[src/rtl/io_input.sv]
// Memory-mapped input ports for the MEM-stage I/O space: synchronize, debounce,
// flag changes (write-1-to-clear) and count port0 change events.
`timescale 1ns/1ps
module io_input #(
   parameter int PORT_WIDTH      = 8,
   parameter int SYNC_STAGES     = 2,
   parameter int DEBOUNCE_CYCLES = 16
) (
   input  logic                  io_clk,
   input  logic                  reset,
   input  logic [31:0]           addr,
   input  logic [31:0]           datain,
   input  logic                  write_io_enable,
   input  logic [PORT_WIDTH-1:0] in_port0,
   input  logic [PORT_WIDTH-1:0] in_port1,
   output logic [31:0]           io_read_data,
   output logic                  irq_pending
);

   localparam int CNT_W = $clog2(DEBOUNCE_CYCLES);
   localparam logic [CNT_W-1:0] CNT_LAST = CNT_W'(DEBOUNCE_CYCLES - 1);

   localparam logic [4:0] REG_IN0    = 5'd0;
   localparam logic [4:0] REG_IN1    = 5'd1;
   localparam logic [4:0] REG_STATUS = 5'd2;
   localparam logic [4:0] REG_EVCNT  = 5'd3;

   logic [PORT_WIDTH-1:0] raw_s [2];
   logic [PORT_WIDTH-1:0] deb_s [2];
   logic                  changed_s [2];
   logic [1:0]            chg_r;
   logic [31:0]           evcnt_r;
   logic [4:0]            reg_sel_s;
   logic                  wr_status_s;
   logic                  wr_evcnt_s;
   logic [31:0]           rd_mux_s;
   logic                  unused_s;

   function automatic logic [31:0] zext(input logic [PORT_WIDTH-1:0] v);
      logic [31:0] r;
      r = 32'd0;
      r[PORT_WIDTH-1:0] = v;
      return r;
   endfunction

   assign raw_s[0]    = in_port0;
   assign raw_s[1]    = in_port1;
   assign reg_sel_s   = addr[6:2];
   assign wr_status_s = write_io_enable && (reg_sel_s == REG_STATUS);
   assign wr_evcnt_s  = write_io_enable && (reg_sel_s == REG_EVCNT);
   assign unused_s    = ^{addr[31:7], addr[1:0], datain[31:2]};

   for (genvar g = 0; g < 2; g++) begin : g_port
      logic [SYNC_STAGES-1:0][PORT_WIDTH-1:0] sync_r;
      logic [PORT_WIDTH-1:0]                  deb_r;
      logic [CNT_W-1:0]                       cnt_r;
      logic [PORT_WIDTH-1:0]                  sync_s;

      assign sync_s       = sync_r[SYNC_STAGES-1];
      assign deb_s[g]     = deb_r;
      assign changed_s[g] = (sync_s != deb_r) && (cnt_r == CNT_LAST);

      // Synchronizer chain and word-level debounce; stability is judged against
      // the accepted value, so bit wiggles that still differ keep counting.
      always_ff @(posedge io_clk or posedge reset) begin
         if (reset) begin
            sync_r <= '0;
            deb_r  <= '0;
            cnt_r  <= '0;
         end else begin
            sync_r <= {sync_r[SYNC_STAGES-2:0], raw_s[g]};
            if (sync_s == deb_r) begin
               cnt_r <= '0;
            end else if (cnt_r == CNT_LAST) begin
               deb_r <= sync_s;
               cnt_r <= '0;
            end else begin
               cnt_r <= cnt_r + CNT_W'(1);
            end
         end
      end
   end

   // Change flags (set beats W1C) and port0 event counter (clear beats increment).
   always_ff @(posedge io_clk or posedge reset) begin
      if (reset) begin
         chg_r   <= 2'b00;
         evcnt_r <= 32'd0;
      end else begin
         chg_r[0] <= changed_s[0] | (chg_r[0] & ~(wr_status_s & datain[0]));
         chg_r[1] <= changed_s[1] | (chg_r[1] & ~(wr_status_s & datain[1]));
         if (wr_evcnt_s) begin
            evcnt_r <= 32'd0;
         end else if (changed_s[0]) begin
            evcnt_r <= evcnt_r + 32'd1;
         end
      end
   end

   // Register read mux.
   always_comb begin
      rd_mux_s = 32'd0;
      case (reg_sel_s)
         REG_IN0:    rd_mux_s = zext(deb_s[0]);
         REG_IN1:    rd_mux_s = zext(deb_s[1]);
         REG_STATUS: rd_mux_s = {30'd0, chg_r};
         REG_EVCNT:  rd_mux_s = evcnt_r;
         default:    rd_mux_s = 32'd0;
      endcase
   end

   // Read data is registered every cycle so it lines up with data-memory output.
   always_ff @(posedge io_clk or posedge reset) begin
      if (reset) begin
         io_read_data <= 32'd0;
      end else begin
         io_read_data <= rd_mux_s;
      end
   end

   assign irq_pending = chg_r[0] | chg_r[1];

endmodule
[config.mk]
export PLATFORM = sky130hd
export DESIGN_NAME = io_input
export DESIGN_NICKNAME = d
export VERILOG_FILES = /design/src/rtl/io_input.sv
export SDC_FILE = /design/constraint.sdc
export NUM_CORES = 1
export LEC_CHECK = 0
export BUFFER_PORTS_ARGS = -buffer_cell sky130_fd_sc_hd__buf_4
export CORE_MARGIN = 2
export CORE_UTILIZATION = 60
export CTS_BUF_LIST = sky130_fd_sc_hd__clkbuf_4 sky130_fd_sc_hd__clkbuf_8
export DETAILED_ROUTE_END_ITERATION = 12
export PLACE_DENSITY = 0.88
export RECOVER_POWER = 100
export SKIP_CTS_REPAIR_TIMING = 1
export SLEW_MARGIN = 20
export SYNTH_ARGS = -nofsm -noshare
export SYNTH_HDL_FRONTEND = slang
export SYNTH_SLANG_ARGS = --single-unit
[constraint.sdc]
create_clock -name io_clk -period 5.6 [get_ports io_clk]
set_clock_uncertainty 0.1 [all_clocks]
set_input_delay 0.56 -clock io_clk [delete_from_list [all_inputs] [get_ports io_clk]]
set_output_delay 0.56 -clock io_clk [all_outputs]
set_load 0.01 [all_outputs]
Word level (Yosys, flattened, before mapping)
Index checks and enable logic that the tools add are counted.
- $add $sub $neg: 3
- $mul: 0
- div/mod/pow operators: 0
- $lt $le $gt $ge: 0
- eq/ne operators: 9
- shift-type cells: 0
- muxes and demuxes: 7
- bitwise gates (word level): 11
- reductions and logical operators: 8
- operators with widths (cell ; number):
    $pmux W32 S4 ; 1
    $mux W32 ; 2
    $add A32 B1 Y32 const B ; 1
    $eq A8 B8 Y1 ; 2
    $mux W4 ; 4
    $ne A8 B8 Y1 ; 2
    $eq A5 B2 Y1 const B ; 2
    $add A4 B1 Y4 const B ; 2
    $eq A4 B4 Y1 const B ; 2
    $eq A5 B1 Y1 const B ; 1
    $logic_not A5 Y1 ; 1
    $and A1 B1 Y1 ; 4
    $logic_and A1 B1 Y1 ; 4
    $not A1 Y1 ; 4
    $reduce_and A2 Y1 ; 2
    $or A1 B1 Y1 ; 3
    $reduce_bool A2 Y1 ; 1
- bits in registers: 122
- latch bits: 0
- bits in writable memories: 0
- memory bits (read-only): 0
- word-level logic and storage cells: 49
- memories: 0

Depth between registers and ports, before layout
Gate-level depths: netlist of run 1.
- depth after elaboration: 6
- depth in mapped cells: 7
- depth with buffers taken out: 6

Worst setup path before layout of run 1
Ideal clock, no wire load.
- kind: input to register
- start: in addr[6]
- end: reg evcnt_r[0]
- setup time: 0.132 ns
- data arrival time: 1.923 ns
- setup slack: 3.445 ns
- cell stages on the path: 5
- path buffers: 2
- path through: nor4b_1 > and3_1 > buf_2 > buf_1 > nor2_1
- longest elaborated chain between the ends: 3
- elaborated cells on any way between the ends: 4
- classes of those cells: eq/ne: 1; mux: 1; reduce/logical: 2
- RTL lines (element ; line ; source):
    from (decl) ; 11 ; input logic [31:0] addr,
    $eq A5 B2 Y1 (*) ; 50 ; assign wr_evcnt_s = write_io_enable && (reg_sel_s == REG_EVCNT);
    $logic_and A1 B1 Y1 (*) ; 50 ;
    $mux W32 / $reduce_bool A2 Y1 (equally long branches) ; n/a ;
    to (signal assigned) ; 95 ; evcnt_r <= evcnt_r + 32'd1;
    to (decl) ; 32 ; logic [31:0] evcnt_r;
Every way passes the cells marked *; elsewhere a longest branch is shown, timed or not.
A chain may end at the register's enable or synchronous reset.

Worst setup path in the final report of run 1
- start: in addr[6]
- end: reg evcnt_r[7]
Same word-level chain as after synthesis.

==> metrics.md, run 1 <==
| Metric | Value |
|---|---|
| Syn Std Cell Area | `approximately 5000 sq um` |
| Root Buffer | `clkbuf_8` |
| NumNets Final | `~580` |
| Number of port buffers | `a little under 60` |
| Full die area | `slightly below 9000 sq um` |
| CP Capture Type | `flip-flop` |
| DP HPWL | `approximately 6200 um` |
| Clock Sinks | `122` |
| Clock latency on the worst-skew pair | `roughly 0.44 ns` |
| Cts bufs inserted | `17` |
| Layout cells sized above 1 | `about 15%` |
| Peak fanout along the critical path | `between 40 and 50` |
| #FFs+latches synth | `122` |
| Hold_ws | `around 0.14 ns` |
| Worst vdd ir | `291 uV` |
| Syn_area_per_cell | `~11 sq um` |
| Slew margin rel. | `-60.0%` |
| Leak | `2.55 nW` |
| Placed Cells | `approximately 580` |
| Vias in the first global route | `approximately 3500` |
| Final period utilization | `a little over three fifths` |
| Final WL | `10100 um` |
| Drt drc | `0` |
| Top post-synthesis cells by area | `dfrtp_1 (62%), nand2_1 (4.2%), a21oi_1 (3.8%)` |
| Power density over cell area | `406 nW/um^2` |
| Period minus WS final | `approximately 3.5 ns` |
| Final ANT Viol Nets | `0` |
| Flop2flop setup slack | `a little under 3 ns` |
| Die Y | `around 95 um` |
| Starting density of the core | `around three fifths` |
| Ant. Diodes | `0` |
| Pin count of the biggest net entering global routing | `66` |
| Synth Instances | `about 430` |
| Largest area contributor in the netlist | `dfrtp_1` |
| Initial antenna violation count | `0` |
| FP Rows | `33` |
| Crit start category | `input pin` |
| YS warnings | `0` |
| Slew Limit Fails | `about 170` |
| Critical path required time | `approximately 5.8 ns` |
| Max_cap viols | `3` |
| CTS tree | `yes` |
| Core area | `around 8100 sq um` |
| Actual slew at the worst max-slew pin | `between 2 and 2.5 ns` |
| Seq/Total Area, Yosys | `between 60 and 70%` |
| RSZ-0062 raised after global routing | `no` |
| Crit Path Category | `in2reg` |
| Placer Congestion | `0.795` |
| 1st-pass router iterations | `5` |
| Synthesized net count | `520` |
| Netlist cell types | `between 40 and 50` |
| Status | `complete, but fails checks` |
| Share of the synthesized area in the top cell type | `62.1%` |
| I/O Pins | `approximately 120` |
| Final setup viols | `0` |
| Vias | `approximately 3700` |
| Sum Neg Setup Slack | `0 ns` |
| Async set-or-reset flop fraction in the synthesized netlist | `100%` |
| Synth-to-Final Area Change | `15.5%` |
| Grt ovf | `0` |
| Vias/cell | `6.04` |
| Final non-filler cell total | `between 600 and 700` |
| Synth Flop Type | `dfrtp_1` |
| CTS clk-pin slew, worst paths | `~0.080 ns` |
| Violated checks | `max-capacitance violations, max-slew violations` |
| Worst hold path class | `in2reg` |
| Die X | `94.6 um` |
| CTS Buffer Depth | `2` |
| Total track usage | `24.8%` |
| Post-synth EDFFs | `0` |
| Max Freq | `about 280 MHz` |
| First-pass GRT wire length | `16700 um` |
| Routed len/inst | `about 16 um` |
| Power Total | `0.00231 W` |
| Fin. Hold Viols | `0` |
| H-tree levels | `4` |
| Critical Path AT | `around 3.7 ns` |
| Iter 0 DRT Violations | `between 300 and 400` |
## final timing paths
path / to / depth (start not counted) / startpoint
min in group asynchronous: g_port[1].cnt_r[3]$_DFF_PP0_ / 2 / reset
max in group asynchronous: g_port[0].sync_r[6]$_DFF_PP0_ / 3 / reset
min reg2reg: g_port[0].sync_s[3]$_DFF_PP0_ / 0 / g_port[0].sync_r[3]$_DFF_PP0_
max: evcnt_r[7]$_DFFE_PP0P_ / 6 / addr[6]
min: g_port[1].sync_r[0]$_DFF_PP0_ / 1 / in_port1[0]
max reg2reg: evcnt_r[22]$_DFFE_PP0P_ / 5 / g_port[0].deb_r[3]$_DFFE_PP0P_
## cell usage in the layout (no fill, tap or decap), types with 4 or more instances in the layout
cell / Yosys / final
nor4_1: 4 / 4
inv_6: 0 / 7
o31ai_1: 12 / 12
nor2_1: 12 / 12
clkbuf_8: 0 / 17
and3_1: 28 / 28
a21oi_1: 37 / 37
a221oi_1: 8 / 8
nand2_1: 55 / 55
or4_1: 14 / 14
buf_4: 0 / 9
nand4_1: 11 / 11
clkbuf_4: 0 / 18
dfrtp_1: 122 / 122
or3_1: 10 / 10
xor2_1: 8 / 8
nand3_1: 15 / 15
mux2_2: 8 / 8
inv_1: 5 / 4
o21ai_0: 11 / 11
clkbuf_1: 15 / 34
xnor2_1: 11 / 11
## logic make-up (layout without fill, tap and decap cells)
family	after synthesis	in the layout	share of synthesized area (%)
XOR/XNOR	19	19	3.38
AO/OA/AOI/OAI	83	83	10.6
buffers and inverters	27	99	2.31
AND/OR/NAND/NOR	170	170	18.7
multiplexers	10	10	2.24
adder cells (fa/ha/maj)	3	3	0.763
flip-flops	122	122	62.1
## registers in the layout, summed over array words and instances, names as in the netlist
signal and flops:
g_port.sync_s 16, chg_r 2, g_port.sync_r 16, g_port.cnt_r 8, evcnt_r 32, g_port.deb_r 16
io_read_data 32
## worst max-delay path: stages
cell and delay (ns):
clkbuf_4 0.12, nor4b_1 0.32, clkbuf_1 1.26, and3_1 1.07, nor2_1 0.11, a41o_1 0.29
## per-layer routing
metal  share of wire [%]  up-vias  track usage (%)
met5                   0        -                0
met4                 1.9        0             8.82
met3                 6.0       22             7.66
met2                  51      140             41.5
met1                  41     1840             30.7
li1                    -     1689                -
## area by class of cell
cell class | instances | area [sq um]
Clock buffer | 17 | 234
Clock inverter | 15 | 154
Fill cell | 604 | 2410
Inverter | 5 | 20.0
Multi-Input combinational cell | 285 | 1750
Sequential cell | 122 | 3050
Tap cell | 105 | 131
Timing Repair Buffer | 62 | 335
## metrics by stage
step,setup slack (ns),util (%),area (sq um)
3_5_place_dp,2.62,67.1,5430
4_1_cts,3.01,71.9,5820
6_report,2.09,70.2,5680
3_3_place_gp,2.77,67.1,5430
5_1_grt,1.60,70.2,5680
2_1_floorplan,1.70,-,4920
## synthesized netlist by cell type, types with 3 or more instances
master and instances:
nor4_1 4, nor2_1 12, nand4_1 11, clkbuf_1 15, inv_1 5, o21ai_0 11, xor2_1 8, nand2_1 55
and2_1 4, a41o_1 3, dfrtp_1 122, a221oi_1 8, and3_1 28, o31ai_1 12, or4_1 14, a31oi_1 3
xnor2_1 11, nand3_1 15, or3_1 10, a21oi_1 37, ha_1 3, buf_2 4, mux2_2 8
## where the power goes
| part | switching, W | total (W) | internal, W |
|---|---|---|---|
| clock | 0.000392 | 0.000758 | 0.000367 |
| sequential | 0.000179 | 0.00122 | 0.00104 |
| combinational | 0.000166 | 0.000330 | 0.000164 |
| total | 0.000736 | 0.00231 | 0.00157 |
Note: power is estimated with default switching activity, not from simulation.
==> run 2, diff against run 1 <==
--- a/config.mk
+++ b/config.mk
@@ -5,12 +5,13 @@
 export SDC_FILE = /design/constraint.sdc
 export NUM_CORES = 1
 export LEC_CHECK = 0
+export ABC_AREA = 1
 export BUFFER_PORTS_ARGS = -buffer_cell sky130_fd_sc_hd__buf_4
 export CORE_MARGIN = 2
-export CORE_UTILIZATION = 60
+export CORE_UTILIZATION = 51
 export CTS_BUF_LIST = sky130_fd_sc_hd__clkbuf_4 sky130_fd_sc_hd__clkbuf_8
 export DETAILED_ROUTE_END_ITERATION = 12
-export PLACE_DENSITY = 0.88
+export PLACE_DENSITY = 0.78
 export RECOVER_POWER = 100
 export SKIP_CTS_REPAIR_TIMING = 1
 export SLEW_MARGIN = 20
==> constraint.sdc (replaced) <==
create_clock -name io_clk -period 2.9 [get_ports io_clk]
set_clock_uncertainty 0.1 [all_clocks]
set_input_delay 0.29 -clock io_clk [delete_from_list [all_inputs] [get_ports io_clk]]
set_output_delay 0.29 -clock io_clk [all_outputs]
set_load 0.01 [all_outputs]
==> run 2 against run 1 <==
Hold slack got worse by 0.12 ns; register-to-register slack got worse by 2.2 ns; synthesized cell count up 59%; total power rose by 110%; the flow still finishes with violations (max-capacitance violations, max-slew violations); die area grew 32%; sequential power up 95%.
==> metrics.md, run 2 <==
| Metric | Value |
|---|---|
| Actual slew at the worst max-slew pin | `roughly 1.7 ns` |
| Seq. cell area | `3050 sq um` |
| Root Buffer | `clkbuf_8` |
| Most frequent cell after synthesis | `nand2_1` |
| Full die area | `11800 sq um` |
| Slew margin rel. | `-15.1%` |
| Switching share of power | `34.9%` |
| Synth Instances | `688` |
| Vias | `approximately 4700` |
| NumNets Final | `roughly 860` |
| Leak | `approximately 3.3 nW` |
| Biggest regs | `evcnt_r (32), io_read_data (32)` |
| Most common cell after layout, fill and taps aside | `nand2_1` |
| Iter 0 DRT Violations | `between 300 and 400` |
| Violated checks | `max-capacitance violations, max-slew violations` |
| Drt drc | `0` |
| Synth-to-Final Area Change | `18.0%` |
| Pin count of the biggest net entering global routing | `47` |
| Routed len/inst | `13.9 um` |
| Filler Cell Count | `about 960` |
| Critical path required time | `~3.2 ns` |
| Final ANT Viol Nets | `0` |
| Placer Congestion | `about 0.9` |
| Number of port buffers | `58` |
| Netlist cell types | `30` |
| Initial antenna violation count | `0` |
| Starting density of the core | `52.0%` |
| Vias in the first global route | `4536` |
| Vias/cell | `5.03` |
| Synthesized net count | `between 700 and 800` |
| Top post-synthesis cells by area | `dfrtp_1 (55%), nand2_1 (15%), nor2_1 (7.2%)` |
| Fin. Hold Viols | `0` |
| Largest area contributor in the netlist | `dfrtp_1` |
| Synth Flop Type | `dfrtp_1` |
| Die Y | `about 110 um` |
| Post-synth EDFFs | `0` |
| Critical Path AT | `between 2 and 2.5 ns` |
| Crit start category | `flip-flop` |
| CTS tree | `yes` |
| Slew Limit Fails | `37` |
| Combinational share of power | `between 20% and 30%` |
| YS warnings | `0` |
| Placed standard-cell area | `approximately 6200 sq um` |
| RSZ-0062 raised after global routing | `no` |
| H-tree levels | `4` |
| CTS Buffer Depth | `2` |
| Cts bufs inserted | `17` |
| Clock latency on the worst-skew pair | `between 0.4 and 0.5 ns` |
| Sequential Power Share | `48.1%` |
| #FFs+latches synth | `~120` |
| Final setup viols | `0` |
| Final WL | `12900 um` |
| Area of the multi-input gates | `2120 sq um` |
| Syn Std Cell Area | `about 5600 sq um` |
| DP HPWL | `9120 um` |
| Worst vdd ir | `around 400 uV` |
| Core area | `between 10000 and 15000 sq um` |
| CTS clk-pin slew, worst paths | `around 0.08 ns` |
| I/O Pins | `about 120` |
| Total track usage | `between 20% and 30%` |
| Die X | `between 100 and 150 um` |
| Peak fanout along the critical path | `14` |
| FP Rows | `38` |
| Async set-or-reset flop fraction in the synthesized netlist | `100%` |
| Finished Cell Area | `~6600 sq um` |
| 1st-pass router iterations | `6` |
| Grt ovf | `0` |
| Leading cell types in the layout, fill and taps excluded | `nand2_1 (228), dfrtp_1 (122), nor2_1 (108)` |
| Period minus WS final | `roughly 2.2 ns` |
| Clock power frac | `just over 30%` |
| Max Freq | `459 MHz` |
| Power Internal | `around 0.0032 W` |
| Synth top cells by count | `nand2_1 (226), dfrtp_1 (122), nor2_1 (107), nand3_1 (74), inv_1 (67)` |
| P_sw | `roughly 0.0017 W` |
| Sum Neg Setup Slack | `0 ns` |
| Crit Path Category | `reg2reg` |
| First-pass GRT wire length | `21500 um` |
| Final period utilization | `75.2%` |
| Syn_area_per_cell | `a little over 8 sq um` |
| Worst hold path class | `in2reg` |
| Clock Sinks | `between 100 and 150` |
| Max_cap viols | `1` |
| Power density over cell area | `751 nW/um^2` |
| Status | `complete, but fails checks` |
| Share of the synthesized area in the top cell type | `a little over half` |
| Layout cells sized above 1 | `10.2%` |
| Seq/Total Area, Yosys | `a little over half` |
| Hold_ws | `roughly 0.024 ns` |
| CP Capture Type | `flip-flop` |
| Ant. Diodes | `0` |
-- run 2: path summary, 6_finish.rpt --
check | cells past startpoint | to | slack, ns | start
setup / recovery | 8 | g_port[0].deb_r[1]$_DFFE_PP0P_ | 0.72 | g_port[0].deb_r[2]$_DFFE_PP0P_
hold / removal | 4 | chg_r[1]$_DFF_PP0_ | 0.02 | datain[1]
setup reg to reg | 8 | g_port[0].deb_r[1]$_DFFE_PP0P_ | 0.72 | g_port[0].deb_r[2]$_DFFE_PP0P_
hold reg to reg | 0 | g_port[0].sync_s[7]$_DFF_PP0_ | 0.25 | g_port[0].sync_r[7]$_DFF_PP0_
max in group asynchronous | 4 | g_port[1].sync_r[1]$_DFF_PP0_ | 1.10 | reset
min in group asynchronous | 3 | io_read_data[23]$_DFF_PP0_ | 0.73 | reset
-- run 2: cells by family after synthesis --
group | synth area share, %
XOR/XNOR | 3.14
AND/OR/NAND/NOR | 31.6
buffers and inverters | 7.17
AO/OA/AOI/OAI | 2.69
adder cells (fa/ha/maj) | 0.672
flip-flops | 54.7
-- run 2: routing by layer --
| layer | vias up | wire length [um] | track usage, % |
|---|---|---|---|
| li1 | 2286 | - | - |
| met5 | - | 0 | 0 |
| met4 | 0 | 269 | 8.97 |
| met3 | 27 | 683 | 4.36 |
| met1 | 2208 | 5530 | 31.4 |
| met2 | 132 | 6390 | 39.2 |
-- run 2: worst max-delay path, stage by stage, from the launching register on --
cell      delay (ns)
dfrtp_1         0.42
xnor2_1         0.18
nand2_1         0.14
nor2_1          0.12
nand2_1         0.06
nand2_1         0.36
clkbuf_1        0.49
nand2_1         0.11
o21ai_0         0.11
-- run 2: cell type report --
cell class,count,share of cell area [%]
Clock buffer,17,3.55
Timing Repair Buffer,83,8.45
Inverter,74,4.25
Multi-Input combinational cell,474,32.2
Tap cell,140,2.66
Sequential cell,122,46.3
Clock inverter,15,2.54
-- run 2: power by group through the flow --
stage | clock network, W | logic (W) | registers (W)
floorplan | 0 | 0.000803 | 0.00229
global placement | 0 | 0.000971 | 0.00238
detailed placement | 0 | 0.00103 | 0.00240
CTS | 0.00155 | 0.00104 | 0.00237
global route | 0.00163 | 0.00121 | 0.00243
finish | 0.00153 | 0.00103 | 0.00238
-- run 2: through the flow --
step                setup slack (ns)  total power [W]  util, %  cells
floorplan                       1.01          0.00310        -    688
global placement                1.04          0.00335     57.3    876
detailed placement              1.02          0.00343     57.3    876
CTS                            0.976          0.00497     61.1    908
global route                   0.496          0.00527     61.3    925
finish                         0.721          0.00495     61.3    925
